File: src/rtl/dma_pkg.sv
// -----------------------------------------------------------------------------
// dma_pkg
// Shared definitions for the 8237A-style DMA register file.
// Contents:
//   - CPU register offsets on A[3:0] (write and read maps)
//   - MODE_AUTOINIT : autoinit bit position in the 8-bit mode byte
//   - chan_t        : channel number type
//   - modeAutoinit(): extracts the autoinit bit from a stored mode field
// -----------------------------------------------------------------------------
package dma_pkg;

  // Write map offsets above the channel address/word block (0x0-0x7)
  localparam logic [3:0] REG_CMD     = 4'h8;
  localparam logic [3:0] REG_REQ     = 4'h9;
  localparam logic [3:0] REG_SGLMASK = 4'hA;
  localparam logic [3:0] REG_MODE    = 4'hB;
  localparam logic [3:0] REG_CLRFF   = 4'hC;
  localparam logic [3:0] REG_MCLR    = 4'hD;
  localparam logic [3:0] REG_CLRMASK = 4'hE;
  localparam logic [3:0] REG_ALLMASK = 4'hF;

  // Read map offsets
  localparam logic [3:0] REG_STATUS  = 4'h8;
  localparam logic [3:0] REG_TEMP    = 4'hD;

  // Autoinit bit in [7:0] mode-byte numbering
  localparam int MODE_AUTOINIT = 4;

  typedef logic [1:0] chan_t;

  // Only mode bits [7:2] are stored, so the stored index is shifted down by 2
  function automatic logic modeAutoinit(input logic [5:0] mode);
    return mode[MODE_AUTOINIT-2];
  endfunction

endpackage

File: src/rtl/dma_reg_file_if.sv
// -----------------------------------------------------------------------------
// dma_reg_file_if
// CPU programming bus of the DMA controller.
// Signals:
//   cs_n, ior_n, iow_n : chip select and read/write strobes, active low
//   a                  : register address
//   db_in              : CPU write data
//   db_out, db_oe      : read data and its drive enable
// Modports: master = CPU side, slave = register file.
// -----------------------------------------------------------------------------
interface dma_reg_file_if;
  logic       cs_n;
  logic       ior_n;
  logic       iow_n;
  logic [3:0] a;
  logic [7:0] db_in;
  logic [7:0] db_out;
  logic       db_oe;

  modport master (output cs_n, ior_n, iow_n, a, db_in, input db_out, db_oe);
  modport slave  (input cs_n, ior_n, iow_n, a, db_in, output db_out, db_oe);
endinterface

File: src/rtl/dma_chan_regs.sv
// -----------------------------------------------------------------------------
// dma_chan_regs
// One channel's base/current address and word registers.
// Ports:
//   i_clk, i_rst_n           : clock, async active-low reset
//   i_clr                    : master clear (synchronous)
//   i_cpuWe, i_cpuWord       : CPU byte write strobe, selects word (1) or address (0)
//   i_cpuHi, i_cpuData       : byte select from the pointer flip-flop, write byte
//   i_updEn, i_updAddr/Word  : transfer FSM update of the current registers
//   i_reload                 : autoinit reload of current from base
//   o_curAddr/Word, o_baseAddr/Word : register contents
// -----------------------------------------------------------------------------
module dma_chan_regs #(
  parameter int AW = 16
) (
  input  logic          i_clk,
  input  logic          i_rst_n,
  input  logic          i_clr,
  input  logic          i_cpuWe,
  input  logic          i_cpuWord,
  input  logic          i_cpuHi,
  input  logic [7:0]    i_cpuData,
  input  logic          i_updEn,
  input  logic [AW-1:0] i_updAddr,
  input  logic [AW-1:0] i_updWord,
  input  logic          i_reload,
  output logic [AW-1:0] o_curAddr,
  output logic [AW-1:0] o_curWord,
  output logic [AW-1:0] o_baseAddr,
  output logic [AW-1:0] o_baseWord
);

  logic [AW-1:0] r_curAddr, r_curWord, r_baseAddr, r_baseWord;
  logic [AW-1:0] w_curAddrWr, w_curWordWr, w_baseAddrWr, w_baseWordWr;

  // Merge the CPU byte into each register, keeping the other byte intact
  always_comb begin
    w_curAddrWr  = r_curAddr;
    w_curWordWr  = r_curWord;
    w_baseAddrWr = r_baseAddr;
    w_baseWordWr = r_baseWord;
    if (i_cpuHi) begin
      w_curAddrWr[15:8]  = i_cpuData;
      w_curWordWr[15:8]  = i_cpuData;
      w_baseAddrWr[15:8] = i_cpuData;
      w_baseWordWr[15:8] = i_cpuData;
    end else begin
      w_curAddrWr[7:0]   = i_cpuData;
      w_curWordWr[7:0]   = i_cpuData;
      w_baseAddrWr[7:0]  = i_cpuData;
      w_baseWordWr[7:0]  = i_cpuData;
    end
  end

  // Priority per register: master clear, CPU write, autoinit reload, FSM update
  always_ff @(posedge i_clk or negedge i_rst_n) begin
    if (!i_rst_n) begin
      r_curAddr  <= '0;
      r_curWord  <= '0;
      r_baseAddr <= '0;
      r_baseWord <= '0;
    end else if (i_clr) begin
      r_curAddr  <= '0;
      r_curWord  <= '0;
      r_baseAddr <= '0;
      r_baseWord <= '0;
    end else begin
      if (i_cpuWe && !i_cpuWord) begin
        r_baseAddr <= w_baseAddrWr;
        r_curAddr  <= w_curAddrWr;
      end else if (i_reload) begin
        r_curAddr  <= r_baseAddr;
      end else if (i_updEn) begin
        r_curAddr  <= i_updAddr;
      end

      if (i_cpuWe && i_cpuWord) begin
        r_baseWord <= w_baseWordWr;
        r_curWord  <= w_curWordWr;
      end else if (i_reload) begin
        r_curWord  <= r_baseWord;
      end else if (i_updEn) begin
        r_curWord  <= i_updWord;
      end
    end
  end

  assign o_curAddr  = r_curAddr;
  assign o_curWord  = r_curWord;
  assign o_baseAddr = r_baseAddr;
  assign o_baseWord = r_baseWord;

endmodule

File: src/rtl/dma_reg_file.sv
// -----------------------------------------------------------------------------
// dma_reg_file
// CPU-side programming block of the DMA controller; owns all DMA registers.
// Ports:
//   i_clk, i_rst_n          : clock, async active-low reset
//   cpu                     : CPU bus (dma_reg_file_if.slave)
//   i_dreq                  : synchronised channel requests (status [7:4])
//   i_updEn/Ch/Addr/Word    : transfer FSM current-register update
//   i_tcPulse               : terminal count on i_updCh
//   i_tempIn, i_tempLd      : temporary register load
//   o_curAddr .. o_baseWord : per-channel registers, channel 0 in the LSBs
//   o_mode                  : mode bits [7:2] per channel
//   o_command, o_request, o_mask, o_temp, o_status : global registers
// -----------------------------------------------------------------------------
module dma_reg_file
  import dma_pkg::*;
#(
  parameter int NCH = 4,
  parameter int AW  = 16
) (
  input  logic              i_clk,
  input  logic              i_rst_n,
  dma_reg_file_if.slave     cpu,
  input  logic [3:0]        i_dreq,
  input  logic              i_updEn,
  input  chan_t             i_updCh,
  input  logic [AW-1:0]     i_updAddr,
  input  logic [AW-1:0]     i_updWord,
  input  logic              i_tcPulse,
  input  logic [7:0]        i_tempIn,
  input  logic              i_tempLd,
  output logic [NCH*AW-1:0] o_curAddr,
  output logic [NCH*AW-1:0] o_curWord,
  output logic [NCH*AW-1:0] o_baseAddr,
  output logic [NCH*AW-1:0] o_baseWord,
  output logic [NCH*6-1:0]  o_mode,
  output logic [7:0]        o_command,
  output logic [7:0]        o_request,
  output logic [7:0]        o_mask,
  output logic [7:0]        o_temp,
  output logic [7:0]        o_status
);

  logic          r_wrActive, r_rdActive, r_ff;
  logic [3:0]    r_wrAddr, r_rdAddr;
  logic [7:0]    r_wrData, r_command, r_temp;
  logic [3:0]    r_request, r_mask, r_tc;
  logic [5:0]    r_mode [NCH];

  logic [AW-1:0] w_curAddr [NCH];
  logic [AW-1:0] w_curWord [NCH];
  logic [AW-1:0] w_rdReg;
  logic [7:0]    w_status;
  logic          w_wrCommit, w_rdDone, w_mclr, w_chWr, w_chRd, w_statRd;

  // A strobe commits on its rising edge, and only if CS stayed low up to then
  assign w_wrCommit = r_wrActive && cpu.iow_n;
  assign w_rdDone   = r_rdActive && cpu.ior_n;
  assign w_mclr     = w_wrCommit && (r_wrAddr == REG_MCLR);
  assign w_chWr     = w_wrCommit && !r_wrAddr[3];
  assign w_chRd     = w_rdDone && !r_rdAddr[3];
  assign w_statRd   = w_rdDone && (r_rdAddr == REG_STATUS);
  assign w_status   = {i_dreq, r_tc};

  // Bus capture: address/data tracked every cycle the strobe is active
  always_ff @(posedge i_clk or negedge i_rst_n) begin
    if (!i_rst_n) begin
      r_wrActive <= 1'b0;
      r_rdActive <= 1'b0;
      r_wrAddr   <= '0;
      r_wrData   <= '0;
      r_rdAddr   <= '0;
    end else begin
      r_wrActive <= !cpu.cs_n && !cpu.iow_n;
      r_rdActive <= !cpu.cs_n && !cpu.ior_n;
      if (!cpu.cs_n && !cpu.iow_n) begin
        r_wrAddr <= cpu.a;
        r_wrData <= cpu.db_in;
      end
      if (!cpu.cs_n && !cpu.ior_n) begin
        r_rdAddr <= cpu.a;
      end
    end
  end

  // Global registers; later assignments win, so CPU commits override TC
  // effects and a new TC flag survives a same-cycle status-read clear
  always_ff @(posedge i_clk or negedge i_rst_n) begin
    if (!i_rst_n) begin
      r_ff      <= 1'b0;
      r_command <= '0;
      r_request <= '0;
      r_mask    <= 4'hF;
      r_tc      <= '0;
      r_temp    <= '0;
      for (int i = 0; i < NCH; i++) r_mode[i] <= '0;
    end else if (w_mclr) begin
      r_ff      <= 1'b0;
      r_command <= '0;
      r_request <= '0;
      r_mask    <= 4'hF;
      r_tc      <= '0;
      r_temp    <= '0;
      for (int i = 0; i < NCH; i++) r_mode[i] <= '0;
    end else begin
      if (i_tempLd) r_temp <= i_tempIn;
      if (w_statRd) r_tc <= '0;
      if (i_tcPulse) begin
        r_tc[i_updCh]      <= 1'b1;
        r_request[i_updCh] <= 1'b0;
        if (!modeAutoinit(r_mode[i_updCh])) r_mask[i_updCh] <= 1'b1;
      end
      if (w_wrCommit && (r_wrAddr == REG_CLRFF)) r_ff <= 1'b0;
      else r_ff <= r_ff ^ w_chWr ^ w_chRd;
      if (w_wrCommit) begin
        case (r_wrAddr)
          REG_CMD:     r_command <= r_wrData;
          REG_REQ:     r_request[r_wrData[1:0]] <= r_wrData[2];
          REG_SGLMASK: r_mask[r_wrData[1:0]] <= r_wrData[2];
          REG_MODE:    r_mode[r_wrData[1:0]] <= r_wrData[7:2];
          REG_CLRMASK: r_mask <= '0;
          REG_ALLMASK: r_mask <= r_wrData[3:0];
          default:     ;
        endcase
      end
    end
  end

  for (genvar g = 0; g < NCH; g++) begin : g_chan
    dma_chan_regs #(.AW(AW)) u_chan (
      .i_clk      (i_clk),
      .i_rst_n    (i_rst_n),
      .i_clr      (w_mclr),
      .i_cpuWe    (w_chWr && (r_wrAddr[2:1] == chan_t'(g))),
      .i_cpuWord  (r_wrAddr[0]),
      .i_cpuHi    (r_ff),
      .i_cpuData  (r_wrData),
      .i_updEn    (i_updEn && (i_updCh == chan_t'(g))),
      .i_updAddr  (i_updAddr),
      .i_updWord  (i_updWord),
      .i_reload   (i_tcPulse && (i_updCh == chan_t'(g)) && modeAutoinit(r_mode[g])),
      .o_curAddr  (w_curAddr[g]),
      .o_curWord  (w_curWord[g]),
      .o_baseAddr (o_baseAddr[g*AW +: AW]),
      .o_baseWord (o_baseWord[g*AW +: AW])
    );
    assign o_curAddr[g*AW +: AW] = w_curAddr[g];
    assign o_curWord[g*AW +: AW] = w_curWord[g];
    assign o_mode[g*6 +: 6]      = r_mode[g];
  end

  // Read data is combinational for the duration of the strobe
  always_comb begin
    cpu.db_out = '0;
    cpu.db_oe  = 1'b0;
    w_rdReg    = cpu.a[0] ? w_curWord[cpu.a[2:1]] : w_curAddr[cpu.a[2:1]];
    if (!cpu.cs_n && !cpu.ior_n) begin
      cpu.db_oe = 1'b1;
      if (!cpu.a[3]) cpu.db_out = r_ff ? w_rdReg[15:8] : w_rdReg[7:0];
      else if (cpu.a == REG_STATUS) cpu.db_out = w_status;
      else if (cpu.a == REG_TEMP) cpu.db_out = r_temp;
    end
  end

  assign o_command = r_command;
  assign o_request = {4'b0, r_request};
  assign o_mask    = {4'b0, r_mask};
  assign o_temp    = r_temp;
  assign o_status  = w_status;

endmodule

File: src/flat_wrapper.sv
// flat-port wrapper written by rule: the top's interface ports become plain ports
module dma_reg_file_flat import dma_pkg::*;
#(
  parameter int NCH = 4,
  parameter int AW  = 16
)
  (i_clk, i_rst_n, i_dreq, i_updEn, i_updCh, i_updAddr, i_updWord, i_tcPulse, i_tempIn, i_tempLd, o_curAddr, o_curWord, o_baseAddr, o_baseWord, o_mode, o_command, o_request, o_mask, o_temp, o_status, cpu_cs_n, cpu_ior_n, cpu_iow_n, cpu_a, cpu_db_in, cpu_db_out, cpu_db_oe);
  dma_reg_file_if cpu_i ();
  input  logic i_clk;
  input  logic i_rst_n;
  input  logic [3:0] i_dreq;
  input  logic i_updEn;
  input  chan_t i_updCh;
  input  logic [AW-1:0] i_updAddr;
  input  logic [AW-1:0] i_updWord;
  input  logic i_tcPulse;
  input  logic [7:0] i_tempIn;
  input  logic i_tempLd;
  output logic [NCH*AW-1:0] o_curAddr;
  output logic [NCH*AW-1:0] o_curWord;
  output logic [NCH*AW-1:0] o_baseAddr;
  output logic [NCH*AW-1:0] o_baseWord;
  output logic [NCH*6-1:0] o_mode;
  output logic [7:0] o_command;
  output logic [7:0] o_request;
  output logic [7:0] o_mask;
  output logic [7:0] o_temp;
  output logic [7:0] o_status;
  input wire logic [$bits(cpu_i.cs_n)-1:0] cpu_cs_n;
  input wire logic [$bits(cpu_i.ior_n)-1:0] cpu_ior_n;
  input wire logic [$bits(cpu_i.iow_n)-1:0] cpu_iow_n;
  input wire logic [$bits(cpu_i.a)-1:0] cpu_a;
  input wire logic [$bits(cpu_i.db_in)-1:0] cpu_db_in;
  output wire logic [$bits(cpu_i.db_out)-1:0] cpu_db_out;
  output wire logic [$bits(cpu_i.db_oe)-1:0] cpu_db_oe;
  assign cpu_i.cs_n = cpu_cs_n;
  assign cpu_i.ior_n = cpu_ior_n;
  assign cpu_i.iow_n = cpu_iow_n;
  assign cpu_i.a = cpu_a;
  assign cpu_i.db_in = cpu_db_in;
  assign cpu_db_out = cpu_i.db_out;
  assign cpu_db_oe = cpu_i.db_oe;
  dma_reg_file #(.NCH(NCH), .AW(AW)) u_core (.i_clk(i_clk), .i_rst_n(i_rst_n), .cpu(cpu_i), .i_dreq(i_dreq), .i_updEn(i_updEn), .i_updCh(i_updCh), .i_updAddr(i_updAddr), .i_updWord(i_updWord), .i_tcPulse(i_tcPulse), .i_tempIn(i_tempIn), .i_tempLd(i_tempLd), .o_curAddr(o_curAddr), .o_curWord(o_curWord), .o_baseAddr(o_baseAddr), .o_baseWord(o_baseWord), .o_mode(o_mode), .o_command(o_command), .o_request(o_request), .o_mask(o_mask), .o_temp(o_temp), .o_status(o_status));
endmodule
File: config.mk
export PLATFORM = sky130hd
export DESIGN_NAME = dma_reg_file_flat
export DESIGN_NICKNAME = d
export VERILOG_FILES = /design/src/rtl/dma_pkg.sv /design/src/rtl/dma_reg_file_if.sv /design/src/rtl/dma_chan_regs.sv /design/src/rtl/dma_reg_file.sv /design/src/flat_wrapper.sv
export SDC_FILE = /design/constraint.sdc
export NUM_CORES = 1
export LEC_CHECK = 0
export CAP_MARGIN = 0
export CORE_ASPECT_RATIO = 0.9
export CORE_MARGIN = 10
export CORE_UTILIZATION = 35
export CTS_BUF_LIST = sky130_fd_sc_hd__clkbuf_8
export DETAILED_ROUTE_END_ITERATION = 8
export PLACE_DENSITY_LB_ADDON = 0.08
export SETUP_SLACK_MARGIN = 0.3
export SYNTH_ARGS = -nofsm -noshare
export SYNTH_HDL_FRONTEND = slang
export SYNTH_HIERARCHICAL = 1
export SYNTH_SLANG_ARGS = --single-unit
File: constraint.sdc
create_clock -name i_clk -period 2.2 [get_ports i_clk]
set_clock_uncertainty 0.15 [all_clocks]
set_input_delay 0.44 -clock i_clk [delete_from_list [all_inputs] [get_ports i_clk]]
set_output_delay 0.44 -clock i_clk [all_outputs]
set_load 0.05 [all_outputs]
# Yosys cells after proc, flatten, opt, wreduce, memory -nomap -nowiden

Cells that the tools add are included.

Logic and storage cells: 297
Input bits: 66
Register bits after elaboration: 327

Order comparisons: 8
Equality and inequality tests: 34
Muxes and demuxes: 100
Reduce and logical (&&, ||, !) cells: 99
Bitwise logic cells: 9

Operators by type and width:

| operator                                                                      | number |
|---|---|
| 16-bit 2-to-1 mux                                                             | 53 |
| 8-bit 2-to-1 mux                                                              | 12 |
| 24-bit 2-to-1 mux                                                             | 3 |
| 2-bit AND reduction                                                           | 34 |
| 16-bit binary-select mux with 2-bit select                                    | 2 |
| 4-bit 2-to-1 mux                                                              | 14 |
| 4-bit == test (second input constant)                                         | 11 |
| 1-bit logical AND                                                             | 36 |
| 4-bit nonzero test                                                            | 8 |
| 2-bit nonzero test                                                            | 13 |
| 24-bit bitwise mux                                                            | 1 |
| 3-bit != test (second input constant)                                         | 8 |
| 3-bit by 1-bit != test with 1-bit output (second input constant)              | 6 |
| 6-bit binary-select mux with 2-bit select                                     | 1 |
| 6-bit demux with 2-bit select                                                 | 1 |
| 4-bit one-hot mux with 3 select lines                                         | 1 |
| 3-bit >= comparator (second input constant)                                   | 3 |
| 2-bit inverter with 3-bit output                                              | 3 |
| 4-bit bitwise mux                                                             | 2 |
| 2-bit == test (second input constant)                                         | 4 |
| 4-bit bitwise OR                                                              | 2 |
| 1-bit logical NOT                                                             | 6 |
| 2-bit by 3-bit less-than comparator with 1-bit output (second input constant) | 2 |
| 3-bit 2-to-1 mux                                                              | 2 |
| 12 further kinds                                                              | 22 |

# Depth between registers and ports, before layout

Gate-level depths: netlist of run 1.

Word-level depth: 12
Depth in mapped cells: 10
Mapped depth without buffers: 6

# Cells and area by module

Netlist of run 1, hierarchy kept.

By module, submodules not included:

| module        | instances | area an instance (µm²) | seq. area each (µm²) | cells an instance |
|---|---|---|---|---|
| dma_chan_regs | 4         | 3278.1                 | 1601.5               | 306 |
| dma_reg_file  | 1         | 4599.4                 | 1781.7               | 420 |

# Worst setup path after synthesis of run 1

Ideal clock, no wire load.

Path kind: input-to-output
Start: input port cpu_ior_n
End: output port cpu_db_out[1]
Required time: 1.610 ns
Slack: -0.990 ns
Data arrival time: 2.600 ns
Stages: 4
Path through: nor2_1 -> nand3_1 -> or2_2 -> o21ai_0

Longest elaborated chain between the ends: 3

Ends and longest elaborated chain:

| what              | RTL line            | RTL |
|---|---|---|
| start, declared   | flat_wrapper.sv:30  | `input wire logic [$bits(cpu_i.ior_n)-1:0] cpu_ior_n;` |
| 1-bit logical NOT | dma_reg_file.sv:157 | `if (!cpu.cs_n && !cpu.ior_n) begin` |
| 1-bit logical AND | dma_reg_file.sv:157 |  |
| 8-bit 2-to-1 mux  | dma_reg_file.sv:157 |  |
| end, declared     | flat_wrapper.sv:34  | `output wire logic [$bits(cpu_i.db_out)-1:0] cpu_db_out;` |

Every way passes these cells.

# Worst setup path in the final report of run 1

Start: register u_core.g_chan[2].u_chan.r_curWord[0]
End: output port cpu_db_out[0]

Longest elaborated chain between the ends: 7

Ends and longest elaborated chain:

| what                                                  | RTL line            | RTL |
|---|---|---|
| start, declared                                       | dma_chan_regs.sv:33 | `logic [AW-1:0] r_curAddr, r_curWord, r_baseAddr, r_baseWord;` |
| start signal, assigned                                | dma_chan_regs.sv:79 | `r_curWord <= w_curWordWr;` |
| start signal, assigned                                | dma_chan_regs.sv:81 | `r_curWord <= r_baseWord;` |
| start signal, assigned                                | dma_chan_regs.sv:83 | `r_curWord <= i_updWord;` |
| 16-bit binary-select mux with 2-bit select            | dma_reg_file.sv:156 | `w_rdReg = cpu.a[0] ? w_curWord[cpu.a[2:1]] : w_curAddr[cpu.a[2:1]];` |
| 16-bit 2-to-1 mux (implied by the code) (2 in series) | dma_reg_file.sv:156 |  |
| 16-bit 2-to-1 mux                                     | dma_reg_file.sv:156 |  |
| 8-bit 2-to-1 mux (2 in series)                        | dma_reg_file.sv:159 | `if (!cpu.a[3]) cpu.db_out = r_ff ? w_rdReg[15:8] : w_rdReg[7:0];` |
| 8-bit 2-to-1 mux                                      | dma_reg_file.sv:157 |  |

Every way passes these cells. The select of a mux whose other input is x is not followed.

==> summary.md, run 1 <==
| Metric | Value |
|---|---|
| Outcome | finished with violations |
| Failing checks | setup timing |
| Initial Utilization | 35.2% |
| Post-synth top area cell | dfrtp_1 |
| Via count | 17300 |
| Endpoint type of the worst setup path | output port |
| Synth Area in Adders | 0% |
| Number of synthesized flops with an enable pin | 0 |
| Yosys reg bits | 327 |
| Gr usage total | 28.7% |
| Int Power | 15.7 mW |
| Total power draw | 28.9 mW |
| Worst Setup SP | u_core/g_chan[2].u_chan/o_curWord[0] |
| Mapped cell area | 17700 um2 |
| Largest net degree at the start of global routing | 53 |
| DP HPWL | 67.9 mm |
| Post-route DRC | 0 |
| TritonCTS Buffers | 59 |
| Via/cell ratio | 5.54 |
| Worst EP required | 1.61 ns |
| VDD IR-drop max | 0.000658 V |
| Fraction of layout cells with a size suffix above 1 | 52.7% |
| Fmax | 324 MHz |
| Synth warn | 6 |
| Max Slew Vio Count | 0 |
| Pwr Density | 987 nW/um2 |
| Final core occ | 58.2% |
| Post-route cell area | 29300 um2 |
| Seq pwr share | 31.7% |
| Clock power frac | 19.6% |
| Core Area | 50300 um2 |
| TNS Setup | -6.23 ns |
| Fin crit share | 140% |
| Largest family of logic cells by synthesized area | multiplexers |
| Gpl congestion | 0.969 |
| Worst setup margin | -0.884 ns |
| Clock Sink Count | 327 |
| Element type at the critical path start | flop |
| Pre-antenna DRT Iters | 5 |
| Post-synth top area share | 45.6% |
| Max_cap viols | 0 |
| Most numerous cell in the Yosys netlist | dfrtp_1 |
| Buffers on Ports | 386 |
| Root buffer cell | clkbuf_8 |
| H-tree levels | 2 |
| Crit Reg-Reg Startpoint | u_core/r_wrActive |
| Leak | 14.0 nW |
| Vias in the first global route | 17100 |
| Average wire per standard cell | 29.1 um |
| Antenna violations before repair | 8 |
| RSZ-0062 raised after global routing | true |
| CTS tree | yes |
| Final setup violation count | 8 |
| Min-Delay Path Class | input pin to asynchronous set/reset pin |
| Combinational power share | 48.7% |
| Syn Area/Cell | 10.8 um2 |
| IO Count | 395 |
| Final ANT Viol Nets | 0 |
| Net Sw Power | 13.2 mW |
| Global-route wire length before repair | 127 mm |
| Number of hold violations in the final report | 0 |
| Tmin final | 3.08 ns |
| Rel. slew slack | 61.0% |
| Simple-gate share of the synthesized area | 12.0% |
| Synth cell types | 61 |
| Chip height | 233 um |
| Synth Area in Compound Gates | 13.1% |
| Gr ovfl total | 0 |
| R2r setup slk | 0.03 ns |
| Async SR Flop Fraction | 100% |
| XOR/XNOR Fraction of Synth Area | 0.0494% |
| Final nets | 2460 |
| Clk slew on worst S/H paths | 0.07 ns |
| Switching part of the total | 45.6% |
| Synth Instances | 1644 |
| Die footprint | 60000 um2 |
| Post-synthesis mux area share | 22.7% |
| CP Data Arrival Time | 2.49 ns |
| Row count | 78 |
| Slew @ Worst Pin | 0.585 ns |
| Sequential fraction of the synthesis area | 46.2% |
| Final WL | 91.0 mm |
| Chip width | 257 um |
| Crit Path Class | flop to output port |
| Maximum fanout along the worst path | 2 |
| Fillers | 4273 |
| Synth top area cells | dfrtp_1 (46%), mux2i_1 (14%), mux2_2 (5.5%), nand2_1 (4.0%), a32o_1 (3.6%) |
| Placed Area | 24400 um2 |
| Clk Latency, worst-skew pair | 0.67 ns |
| Clock Path Buffers | 3 |
| Initial DRC count | 1500 |
| Synth cell count leaders | dfrtp_1 (323), mux2i_1 (243), nand2_1 (190), nor2_1 (129), mux2_2 (87) |
| Area grow syn2layout | 65.3% |
| Final hold slack | 0.151 ns |
| Top FF cell, synth | dfrtp_1 |
## cell families (layout without fill, tap and decap cells)
| kind of cell | Yosys count | in the layout |
|---|---|---|
| flops | 327 | 327 |
| other cells | 1 | 15 |
| compound gates | 308 | 308 |
| mux | 355 | 355 |
| buf+inv | 207 | 993 |
| simple gates | 445 | 445 |
| xor+xnor | 1 | 1 |
## final cells by class
| class | instances | area, um2 | area share [%] |
|---|---|---|---|
| well taps | 680 | 851 | 2.91 |
| repair buffers | 814 | 8600 | 29.4 |
| flip-flops and latches | 327 | 8240 | 28.1 |
| multi-input cells | 1117 | 10100 | 34.6 |
| inverters | 75 | 299 | 1.02 |
| clock buffers | 72 | 991 | 3.38 |
| diodes | 7 | 17.5 | 0.0598 |
| clock inverters | 32 | 135 | 0.462 |
## cell usage in the layout, fill, tap and decap left out, types with 25 or more instances in the layout
| cell type | count |
|---|---|
| dfrtp_1 | 281 |
| inv_1 | 94 |
| o32ai_2 | 50 |
| buf_4 | 391 |
| buf_6 | 208 |
| or2_2 | 25 |
| clkbuf_8 | 72 |
| a32o_1 | 62 |
| a21oi_1 | 37 |
| a21oi_2 | 47 |
| buf_8 | 76 |
| mux2_2 | 81 |
| mux2i_1 | 215 |
| nand2_1 | 149 |
| nor2_1 | 117 |
| buf_12 | 62 |
| clkdlybuf4s50_1 | 57 |
| dfrtp_2 | 42 |
## layer usage
layer	part of all wire (%)	vias to the layer above	track usage [%]
li1	-	7482	-
met1	44	8937	41.0
met2	45	750	43.8
met3	7.6	127	5.53
met5	0.031	-	0
met4	2.5	4	7.80
## flip-flops by register name, indices dropped and copies added, names as in the netlist
register,count
u_core/r_rdActive,1
u_core/g_chan.u_chan/o_curWord,64
u_core/g_chan.u_chan/o_baseWord,64
u_core/o_command,8
u_core/r_wrData,8
u_core/r_wrAddr,4
u_core/o_temp,8
u_core/g_chan.u_chan/o_curAddr,64
u_core/g_chan.u_chan/o_baseAddr,64
u_core/r_rdAddr,4
u_core/r_tc,4
u_core/r_ff,1
u_core/r_mask,4
u_core/r_wrActive,1
u_core/r_request,4
u_core/o_mode,24
## stage by stage
stage | worst slack (ns) | instances
3_5_place_dp | -0.755 | 2935
4_1_cts | -0.919 | 3082
2_1_floorplan | -0.279 | 1651
6_report | -0.884 | 3124
3_3_place_gp | -0.790 | 2935
5_1_grt | -0.959 | 3117
## power by group through the flow
| stage | Combinational [mW] | Sequential, mW | Clock (mW) |
|---|---|---|---|
| after CTS | 13.3 | 9.03 | 5.77 |
| final | 14.1 | 9.15 | 5.67 |
| after global placement | 12.1 | 9.03 | 0 |
| after detailed placement | 12.2 | 9.02 | 0 |
| after floorplan | 2.47 | 12.9 | 0 |
| after global routing | 14.6 | 9.22 | 6.04 |
## path summary, 6_finish.rpt
path / to / depth (start not counted)
min: u_core/r_wrData[3] / 2
max reg2reg: u_core/g_chan[2].u_chan/o_curWord[12] / 9
min in group i_clk: u_core/r_wrActive / 4
max: cpu_db_out[0] / 6
min reg2reg: u_core/r_rdAddr[2] / 1
max in group asynchronous: u_core/g_chan[1].u_chan/o_curWord[14] / 3
## critical path: stages, from the launching register on
cell      delay [ns]
dfrtp_2         0.44
mux4_2          0.51
mux2_4          0.28
nand2_2         0.06
o211ai_1        0.18
buf_4           0.21
buf_12          0.14
## timing repair
action / 4_1_cts / 5_1_grt
endpoints found under the hold margin: 323 / 0
hold buffers: 1 / 0
setup buffers: 35 / 29
resized for setup: 554 / 336
pin swaps: 75 / 99
gates cloned: 7 / 6
endpoints found under the setup margin: 563 / 573
No activity file was read; power rests on OpenSTA's default activity.
==> inputs of run 2 (changes only) <==
--- a/config.mk
+++ b/config.mk
@@ -11,6 +11,7 @@
 export CORE_UTILIZATION = 35
 export CTS_BUF_LIST = sky130_fd_sc_hd__clkbuf_8
 export DETAILED_ROUTE_END_ITERATION = 8
+export DONT_BUFFER_PORTS = 1
 export PLACE_DENSITY_LB_ADDON = 0.08
 export SETUP_SLACK_MARGIN = 0.3
 export SYNTH_ARGS = -nofsm -noshare
==> run 2 against run 1 <==
Against the previous run:
- the flow finishes with violations (hold timing, setup timing)
- utilization decreased by 5.4 points
- worst hold slack worse by 0.82 ns
- global-route usage down 0.65 points
- first-iteration DRC count down 3.3%
- combinational power down 31%
- flip-flop and latch count unchanged
- worst setup slack better by 0.050 ns
- final cell count fell by 10%
- die area did not move
- critical path depth down 1
- clock power up 4.6%
- final area is 9.3% lower
- critical path type unchanged
==> summary.md, run 2 (synthesized netlist as in run 1, its figures left out) <==
| Metric | Value |
|---|---|
| Outcome | finished with violations |
| Failing checks | hold timing, setup timing |
| Buffers on Ports | 0 (-100%) |
| IO Count | 395 (unchanged) |
| Commonest cells after routing, fill and taps aside | buf_4 (215), mux2i_1 (215), dfrtp_2 (167), dfrtp_1 (156), buf_6 (137) |
| Tmin final | 3.03 ns (-0.0502 ns) |
| Average wire per standard cell | 32.1 um (+10%) |
| Fin crit share | 138% (-2.3 points) |
| Clock Path Buffers | 3 (unchanged) |
| Global-route wire length before repair | 122 mm (-3.3%) |
| Post-route cell area | 26600 um2 (-9.3%) |
| R2r setup slk | -0.01 ns (-0.04 ns) |
| Final setup violation count | 10 (+2) |
| Via count | 16100 (-6.9%) |
| Fmax | 330 MHz (+1.7%) |
| Element type at the critical path start | flop |
| Maximum fanout along the worst path | 2 (unchanged) |
| Core Area | 50300 um2 (unchanged) |
| Clk Latency, worst-skew pair | 0.68 ns (about the same) |
| Initial DRC count | 1450 (-3.3%) |
| VDD IR-drop max | 0.000460 V (-30%) |
| CP Data Arrival Time | 2.44 ns (-0.05 ns) |
| Max_cap viols | 0 (unchanged) |
| Rel. slew slack | 5.48% (-56 points) |
| Crit Path Class | flop to output port |
| Worst EP required | 1.61 ns (about the same) |
| Fraction of layout cells with a size suffix above 1 | 53.7% (+1.0 points) |
| Clk slew on worst S/H paths | 0.06 ns (about the same) |
| Max Slew Vio Count | 0 (unchanged) |
| CTS tree | yes |
| Vias in the first global route | 15800 (-8.0%) |
| TritonCTS Buffers | 59 (unchanged) |
| Chip width | 257 um (unchanged) |
| Gr usage total | 28.1% (-0.65 points) |
| Clock Sink Count | 327 (unchanged) |
| Initial Utilization | 35.2% (unchanged) |
| Gr ovfl total | 0 (unchanged) |
| Post-route DRC | 0 (unchanged) |
| Leak | 12.0 nW (-14%) |
| Number of hold violations in the final report | 327 (+327) |
| Chip height | 233 um (unchanged) |
| Largest net degree at the start of global routing | 328 (+520%) |
| Row count | 78 (unchanged) |
| Area grow syn2layout | 49.9% |
| Root buffer cell | clkbuf_8 |
| RSZ-0062 raised after global routing | true |
| Placed Area | 20900 um2 (-14%) |
| Final ANT Viol Nets | 0 (unchanged) |
| Endpoint type of the worst setup path | output port |
| Gpl congestion | 0.978 (+0.91%) |
| H-tree levels | 2 (unchanged) |
| Via/cell ratio | 5.76 (+4.0%) |
| Final WL | 89.8 mm (-1.3%) |
| Worst setup margin | -0.834 ns (+0.0502 ns) |
| DP HPWL | 62.5 mm (-7.9%) |
| Pwr Density | 1010 nW/um2 (+2.7%) |
| Final nets | 2139 (-13%) |
| Final hold slack | -0.672 ns (-0.823 ns) |
| Antenna violations before repair | 7 (-1) |
| Slew @ Worst Pin | 1.42 ns (+0.833 ns) |
| Die footprint | 60000 um2 (unchanged) |
| Total power draw | 26.9 mW (-6.8%) |
| Min-Delay Path Class | input pin to asynchronous set/reset pin |
| Pre-antenna DRT Iters | 5 (unchanged) |
==> run 2: what timing repair did <==
item                                    in CTS  in global routing
resized for setup                          449                326
endpoints found under the setup margin     535                431
hold buffers                                69                  1
gates cloned                                 8                  4
buffers inserted                            50                 32
hold endpoints to repair                   477                328
pin swaps                                   81                129
==> run 2: worst max-delay path: stages (launching register included) <==
cell       delay, ns
dfrtp_1         0.40
mux4_2          0.53
mux2_4          0.28
nand2_2         0.05
o211ai_1        0.23
clkbuf_16       0.27
==> run 2: area by class of cell <==
type / instances / area [um2]
tap: 680 / 851
clock inverter: 30 / 180
inverter: 75 / 308
multi-input combinational: 1117 / 10500
clock buffer: 72 / 991
sequential: 327 / 8400
timing repair buffer: 493 / 5340
fill: 4490 / 23700
antenna: 2 / 5.00
==> run 2: path summary, 6_finish.rpt <==
| path | from | end | cells past startpoint |
|---|---|---|---|
| max in group asynchronous | i_rst_n | u_core/r_request[3] | 0 |
| hold reg to reg | u_core/r_rdAddr[2] | u_core/r_rdAddr[2] | 1 |
| setup reg to reg | u_core/r_wrActive | u_core/g_chan[2].u_chan/o_curWord[5] | 9 |
| setup / recovery | u_core/g_chan[2].u_chan/o_curWord[3] | cpu_db_out[3] | 5 |
| hold / removal | i_rst_n | u_core/g_chan[0].u_chan/o_baseAddr[10] | 0 |
| min in group i_clk | i_updAddr[6] | u_core/g_chan[0].u_chan/o_curAddr[6] | 3 |
==> run 2: layer usage <==
metal | vias to the layer above | part of all wire [%] | global-route usage [%]
met1 | 8360 | 41 | 36.7
met5 | - | 0.045 | 0
met2 | 734 | 44 | 41.9
li1 | 6854 | - | -
met3 | 156 | 10 | 10.5
met4 | 6 | 3.9 | 9.96
==> run 2: metrics by stage <==
stage	std cells	worst slack, ns	setup TNS, ns	util (%)
CTS	2757	-0.868	-6.15	49.4
global route	2794	-0.875	-7.28	52.8
detailed placement	2528	-0.318	-1.50	41.5
global placement	2528	-0.317	-1.39	41.5
floorplan	1651	-0.279	-1.72	-
finish	2796	-0.834	-5.77	52.8
==> run 2: report_power, final <==
part	total, mW	switching, mW	internal [mW]
sequential	11.2	3.76	7.46
clock	5.93	2.77	3.16
combinational	9.77	6.17	3.60
